`src/rtl/evict_wr_arb_pkg.sv`:
```
// Shared definitions for the eviction write arbiter: width defaults, FSM states,
// and the position of the requester tag bit inside an AXI ID.
// Latency: n/a (definitions only).   Backpressure: n/a.
package evict_wr_arb_pkg;

  localparam int ADDR_W_DEF    = 64;
  localparam int DATA_W_DEF    = 512;
  localparam int ID_W_DEF      = 16;
  localparam int MAX_OUTST_DEF = 8;
  localparam int TID_W         = 10;

  typedef enum logic {
    S_IDLE = 1'b0,
    S_XFER = 1'b1
  } state_t;

  // The top ID bit carries the requester index on the downstream port.
  function automatic int tag_bit(input int id_w);
    return id_w - 1;
  endfunction

endpackage

```
`src/rtl/evict_wr_arb_rr_arb2.sv`:
```
// Two-way round-robin picker; holds the last-granted index.
// Latency: pick is combinational; rr_last updates on the clock when take=1.
// Backpressure: none; the caller decides when a pick is consumed (take).
// Ports: req[1:0] requests, take = consume pick, any = some request, pick = winner.
module rr_arb2 (
  input  logic       clk,
  input  logic       rst_n,
  input  logic [1:0] req,
  input  logic       take,
  output logic       any,
  output logic       pick
);

  logic rr_last;

  assign any = |req;
  // Contention goes to whoever did not win last; otherwise the lone requester.
  assign pick = (req == 2'b11) ? ~rr_last : req[1];

  // Reset to 1 so requester 0 wins the first contended round.
  always_ff @(posedge clk or negedge rst_n) begin
    if (!rst_n) begin
      rr_last <= 1'b1;
    end else if (take) begin
      rr_last <= pick;
    end
  end

endmodule

```
`src/rtl/evict_wr_arb.sv`:
```
// Shares one single-beat AXI write port between eviction (req 0) and a second writer (req 1).
// Latency: eligible in cycle N -> downstream AW/W valid in N+1; one idle cycle between grants.
// Backpressure: AW/W readies pass through to the granted requester only; per-requester outstanding cap.
// Ports: s_aw*/s_w* per-requester request slices, s_b* routed responses, m_* downstream AXI, err_o sticky error.
module evict_wr_arb
  import evict_wr_arb_pkg::*;
#(
  parameter int ADDR_W    = ADDR_W_DEF,
  parameter int DATA_W    = DATA_W_DEF,
  parameter int ID_W      = ID_W_DEF,
  parameter int MAX_OUTST = MAX_OUTST_DEF
) (
  input  logic                clk,
  input  logic                rst_n,
  input  logic [2*ID_W-1:0]   s_awid_i,
  input  logic [2*ADDR_W-1:0] s_awaddr_i,
  input  logic [1:0]          s_awvalid_i,
  output logic [1:0]          s_awready_o,
  input  logic [2*DATA_W-1:0] s_wdata_i,
  input  logic [1:0]          s_wvalid_i,
  output logic [1:0]          s_wready_o,
  output logic [ID_W-1:0]     s_bid_o,
  output logic [1:0]          s_bvalid_o,
  input  logic [1:0]          s_bready_i,
  output logic [ID_W-1:0]     m_awid_o,
  output logic [ADDR_W-1:0]   m_awaddr_o,
  output logic                m_awvalid_o,
  input  logic                m_awready_i,
  output logic [ID_W-1:0]     m_wid_o,
  output logic [DATA_W-1:0]   m_wdata_o,
  output logic                m_wvalid_o,
  input  logic                m_wready_i,
  input  logic [ID_W-1:0]     m_bid_i,
  input  logic                m_bvalid_i,
  output logic                m_bready_o,
  output logic                err_o
);

  localparam int TB    = tag_bit(ID_W);
  localparam int CNT_W = $clog2(MAX_OUTST + 1);
  localparam logic [CNT_W-1:0] MAX_CNT = CNT_W'(MAX_OUTST);

  logic [ID_W-1:0]   awid_a   [2];
  logic [ADDR_W-1:0] awaddr_a [2];
  logic [DATA_W-1:0] wdata_a  [2];

  for (genvar g = 0; g < 2; g++) begin : g_split
    assign awid_a[g]   = s_awid_i[g*ID_W +: ID_W];
    assign awaddr_a[g] = s_awaddr_i[g*ADDR_W +: ADDR_W];
    assign wdata_a[g]  = s_wdata_i[g*DATA_W +: DATA_W];
  end

  state_t           state_q;
  logic             grant_q;
  logic             aw_done_q;
  logic             w_done_q;
  logic             err_q;
  logic [CNT_W-1:0] outst_q [2];

  logic [1:0]      elig;
  logic            any_elig;
  logic            pick;
  logic            xfer;
  logic [ID_W-1:0] sel_awid;
  logic            aw_hs;
  logic            w_hs;
  logic            b_tag;
  logic            b_hs;
  logic [1:0]      inc;
  logic [1:0]      dec;

  // A requester needs both AW and W ready to go, plus headroom in its counter.
  always_comb begin
    elig = '0;
    for (int r = 0; r < 2; r++) begin
      elig[r] = s_awvalid_i[r] & s_wvalid_i[r] & (outst_q[r] < MAX_CNT);
    end
  end

  rr_arb2 u_rr (
    .clk   (clk),
    .rst_n (rst_n),
    .req   (elig),
    .take  ((state_q == S_IDLE) & any_elig),
    .any   (any_elig),
    .pick  (pick)
  );

  assign xfer     = (state_q == S_XFER);
  assign sel_awid = awid_a[grant_q];

  // Forward path: only the granted requester sees readies; outputs idle at 0.
  always_comb begin
    s_awready_o = '0;
    s_wready_o  = '0;
    m_awvalid_o = 1'b0;
    m_wvalid_o  = 1'b0;
    m_awaddr_o  = '0;
    m_wdata_o   = '0;
    m_awid_o    = '0;
    if (xfer) begin
      m_awvalid_o          = s_awvalid_i[grant_q] & ~aw_done_q;
      m_wvalid_o           = s_wvalid_i[grant_q] & ~w_done_q;
      s_awready_o[grant_q] = m_awready_i & ~aw_done_q;
      s_wready_o[grant_q]  = m_wready_i & ~w_done_q;
      m_awaddr_o           = awaddr_a[grant_q];
      m_wdata_o            = wdata_a[grant_q];
      m_awid_o             = {grant_q, sel_awid[TB-1:0]};
    end
  end

  assign m_wid_o = m_awid_o;
  assign aw_hs   = m_awvalid_o & m_awready_i;
  assign w_hs    = m_wvalid_o & m_wready_i;

  // Response path: the ID tag bit selects the requester.
  assign b_tag      = m_bid_i[TB];
  assign s_bvalid_o = m_bvalid_i ? (b_tag ? 2'b10 : 2'b01) : 2'b00;
  assign m_bready_o = s_bready_i[b_tag];
  assign s_bid_o    = {1'b0, m_bid_i[TB-1:0]};
  assign b_hs       = m_bvalid_i & m_bready_o;

  always_comb begin
    inc = '0;
    dec = '0;
    for (int r = 0; r < 2; r++) begin
      inc[r] = aw_hs & (grant_q == r[0]);
      dec[r] = b_hs & (b_tag == r[0]);
    end
  end

  // AW and W may complete in either order or together; the pair ends when both are in.
  always_ff @(posedge clk or negedge rst_n) begin
    if (!rst_n) begin
      state_q   <= S_IDLE;
      grant_q   <= 1'b0;
      aw_done_q <= 1'b0;
      w_done_q  <= 1'b0;
    end else begin
      case (state_q)
        S_IDLE: begin
          if (any_elig) begin
            grant_q <= pick;
            state_q <= S_XFER;
          end
        end
        S_XFER: begin
          if ((aw_done_q | aw_hs) & (w_done_q | w_hs)) begin
            aw_done_q <= 1'b0;
            w_done_q  <= 1'b0;
            state_q   <= S_IDLE;
          end else begin
            aw_done_q <= aw_done_q | aw_hs;
            w_done_q  <= w_done_q | w_hs;
          end
        end
        default: state_q <= S_IDLE;
      endcase
    end
  end

  // Simultaneous increment and decrement cancel; decrement never wraps below 0.
  always_ff @(posedge clk or negedge rst_n) begin
    if (!rst_n) begin
      outst_q[0] <= '0;
      outst_q[1] <= '0;
    end else begin
      for (int r = 0; r < 2; r++) begin
        if (inc[r] & ~dec[r]) begin
          outst_q[r] <= outst_q[r] + 1'b1;
        end else if (dec[r] & ~inc[r] & (outst_q[r] != '0)) begin
          outst_q[r] <= outst_q[r] - 1'b1;
        end
      end
    end
  end

  // Sticky: a B with nothing outstanding, or a requester using the reserved tag bit.
  always_ff @(posedge clk or negedge rst_n) begin
    if (!rst_n) begin
      err_q <= 1'b0;
    end else if ((b_hs & (outst_q[b_tag] == '0)) | (m_awvalid_o & sel_awid[TB])) begin
      err_q <= 1'b1;
    end
  end

  assign err_o = err_q;

endmodule

```
`config.mk`:
```
export PLATFORM = sky130hd
export DESIGN_NAME = evict_wr_arb
export DESIGN_NICKNAME = d
export VERILOG_FILES = /design/src/rtl/evict_wr_arb_pkg.sv /design/src/rtl/evict_wr_arb_rr_arb2.sv /design/src/rtl/evict_wr_arb.sv
export SDC_FILE = /design/constraint.sdc
export NUM_CORES = 1
export LEC_CHECK = 0
export CORE_AREA = 2 2 718 720
export CTS_CLUSTER_SIZE = 8
export DETAILED_ROUTE_END_ITERATION = 8
export DIE_AREA = 0 0 720 722
export PLACE_DENSITY = 0.3
export SLEW_MARGIN = 30
export SYNTH_ARGS = -nofsm -noshare
export SYNTH_HDL_FRONTEND = slang
export SYNTH_SLANG_ARGS = --single-unit
```
`constraint.sdc`:
```
create_clock -name clk -period 2.5 [get_ports clk]
set_input_delay 0.375 -clock clk [delete_from_list [all_inputs] [get_ports clk]]
set_output_delay 0.375 -clock clk [all_outputs]
set_load 0.05 [all_outputs]
```
==> flow_summary.ini <==
[power]
max-vdd-ir-drop_v = 0.000651
p_per_area_nw_per_um2 = 1350
power_leakage_uw = 0.0172

[critical_path]
worst-endpoint-required_ns = 2.12
timing.critical_path.slowest_stage_cell = sky130_fd_sc_hd__dfrtp_4
setup_crit_path_kind = flop to output pin
critical_path.max_stage_delay_ns = 0.50
cp_data_arrival_time_ns = 2.23
start_kind = flop
crit_fanout = 9
critPathBufInv = 6
critical_path.endpoint_type = output pin
timing.critical_path.max_delay_family = buffers and inverters
crit_path_cell_trace = buf_12, buf_16, buf_16, buf_6, buf_4, mux2i_1, nor2_2, buf_12

[timing]
finalSetupTns_ns = -3.14
fin_crit_sh_pct = 104
timing.final.max_slew_violations = 0
worst_slew_margin_rel_pct = 50.1
max_clock_freq_mhz = 384
final_hold_viol_count = 0
fin_worst_skew_ns = 0.000552
final.min_clock_period_ns = 2.60
finalHoldWorstSlack_ns = 0.513
setup_viol_count_final = 89
tightest_slew_ns = 0.747
layout_setup_ws_ns = -0.102
rsz0062_at_grt = true

[floorplanning]
die_area_sq_um = 520000
floorplan.initialDensity_pct = 1.97
die_height_um = 722
die-width_um = 720
floorplan.io_pins = 1845
core_area_sq_um = 512000
fp-row-count = 263

[status]
violations = setup timing
run_status = finished with violations

[finish]
fin_nets = 4606
num-fill-cells = 59000
area_delta_synth_final_pct = 372
share_of_final_layout_standard_cells_stronger_than_drive_strength_1_pct = 38.3

[logic_synthesis]
netlist_top_cells_count = 595 x sky130_fd_sc_hd__nor2_1, 594 x sky130_fd_sc_hd__mux2i_1, 89 x sky130_fd_sc_hd__buf_4, 66 x sky130_fd_sc_hd__clkbuf_1, 13 x sky130_fd_sc_hd__dfrtp_1
synth_sequential_area_ratio_pct = 3.49
synth_top_flop_cell = sky130_fd_sc_hd__dfrtp_1
postSynthAreaPerCell_sq_um = 7.03
synth.net_count = 2648
synthCells = 1431
count_of_flip_flops_with_a_built_in_enable_after_synthesis = 0
postSynthRegisterBits = 14
synthDistinctLibCells = 40
netlist.area_leader.share_pct = 59.1
post-synth-top-count-cell = sky130_fd_sc_hd__nor2_1
post-synth-top-area-cell = sky130_fd_sc_hd__mux2i_1
async_reset_ff_share_pct = 100
yosysWarnings = 0
syn_area_sq_um = 10100
synth_area_leaders = sky130_fd_sc_hd__mux2i_1 59%, sky130_fd_sc_hd__nor2_1 22%, sky130_fd_sc_hd__buf_4 6.6%

[global_route]
initial_antenna_violation_count = 516
grt_max_degree = 45
grt_overflow_total = 0
gr-usage-all-layers_pct = 14.0
grt_pass1_wl_um = 429000
first_global_vias = 21300

[detailed_routing]
vias = 22200
drc = 0
avgViaCountPerCell = 2.17
drt-initial-drc-count = 1331
drt_pre_antenna_iters = 5
detail_route.wirelength_um = 384000
detailed_route_wire_length_per_cell_um = 37.5
detail-route-antenna-nets = 0

[clocking]
clock_sinks = 14
ctsHtreeMaxLevel = 1
postCtsHoldBufs = 0
numCtsBuffers = 3
clk-insertion-delay-late_ns = 0.24
cts-root-to-sink-buffers = 2
cts_root_buf = sky130_fd_sc_hd__clkbuf_16
cts_tree = done
path_clk_slew_ns = 0.05

[job]
drv.max_cap_violation_count = 0

[placement]
place.gp.congestion = 1.01
detailed_place_hpwl_um = 364000
number_of_buffer_cells_added_on_primary_ports = 1813

[worst_hold_path]
min-delay-path-class = flop to flop
cells by family after synthesis:
kind of cell / synth area share (%)
compound gates: 1.11
xor+xnor: 0.522
fa+ha+maj: 0.895
buf+inv: 9.84
flops: 3.49
mux: 60.1
other cells: 0.0373
simple gates: 24.0
per-layer routing:
layer	wire, um	GRT usage (%)	vias to the layer above
met4	12100	2.90	262
li1	-	-	8865
met1	131000	14.1	10300
met2	183000	24.0	1945
met3	56500	9.26	844
met5	1740	0	-
path summary, 6_finish.rpt:
kind                              start       endpoint  slack [ns]  cells after the start
hold reg to reg            u_rr.rr_last   u_rr.rr_last        0.51                      2
max in group asynchronous         rst_n        grant_q        1.38                      1
hold / removal             u_rr.rr_last   u_rr.rr_last        0.51                      2
min in group asynchronous         rst_n       w_done_q        0.57                      1
setup / recovery                grant_q  m_wdata_o[48]       -0.10                      8
setup reg to reg                grant_q     outst_q[3]        0.26                      9
area by class of cell:
class,instances,area (sq um),share of cell area (%)
Antenna cell,95,238,0.500
Clock buffer,4,78.8,0.166
Inverter,3,37.5,0.0790
Multi-Input combinational cell,1249,10400,22.0
Sequential cell,14,357,0.750
Tap cell,6757,8450,17.8
Timing Repair Buffer,2118,27900,58.8
repair_timing:
action                                 4_1_cts  5_1_grt
setup endpoints to repair                  216      223
endpoints found under the hold margin        0        0
pin swaps                                   23       36
gates cloned                                12        9
resized for setup                          349      226
setup buffers                               27       20
layout by cell type (no fill, tap or decap), types with 15 or more instances in the layout:
| master | instances |
|---|---|
| sky130_fd_sc_hd__buf_4 | 181 |
| sky130_fd_sc_hd__mux2i_4 | 53 |
| sky130_fd_sc_hd__nor2_1 | 349 |
| sky130_fd_sc_hd__clkdlybuf4s50_1 | 1194 |
| sky130_fd_sc_hd__buf_16 | 24 |
| sky130_fd_sc_hd__buf_6 | 48 |
| sky130_fd_sc_hd__mux2i_1 | 492 |
| sky130_fd_sc_hd__mux2i_2 | 49 |
| sky130_fd_sc_hd__diode_2 | 95 |
| sky130_fd_sc_hd__nor2_4 | 46 |
| sky130_fd_sc_hd__clkbuf_16 | 15 |
| sky130_fd_sc_hd__buf_12 | 644 |
| sky130_fd_sc_hd__nor2_2 | 202 |
sequential cells by signal (all words and copies together), names as in the netlist:
signal	count
w_done_q	1
grant_q	1
err_o	1
u_rr.rr_last	1
outst_q	8
state_q	1
aw_done_q	1
power breakdown:
part / leakage, uW / internal [uW] / switching, uW / total, uW
sequential: 0.000160 / 348 / 143 / 491
clock: 0.0000388 / 216 / 101 / 317
combinational: 0.0170 / 27100 / 36400 / 63500
total: 0.0172 / 27600 / 36700 / 64300
through the flow:
stage          std cells  power [uW]  setup slack [ns]  util (%)  instance area, sq um
3_3_place_gp       10100       60100            -0.402      8.62                 44100
4_1_cts            10100       63800            -0.137      9.01                 46100
5_1_grt            10200       66700            -0.127      9.27                 47400
6_report           10200       64300            -0.102      9.29                 47500
2_1_floorplan       1431       25500             0.153         -                 10100
3_5_place_dp       10100       60000            -0.279      8.62                 44100
worst register-to-register path, cell delays in order (launching register included):
cell and delay (ns):
sky130_fd_sc_hd__dfrtp_4 0.50, sky130_fd_sc_hd__buf_12 0.15, sky130_fd_sc_hd__and4b_4 0.19, sky130_fd_sc_hd__and3_4 0.18
sky130_fd_sc_hd__inv_1 0.11, sky130_fd_sc_hd__ha_1 0.25, sky130_fd_sc_hd__a21o_1 0.17, sky130_fd_sc_hd__a21oi_1 0.19
sky130_fd_sc_hd__mux2i_1 0.26, sky130_fd_sc_hd__xnor2_1 0.15
Note: power is estimated with default switching activity, not from simulation.
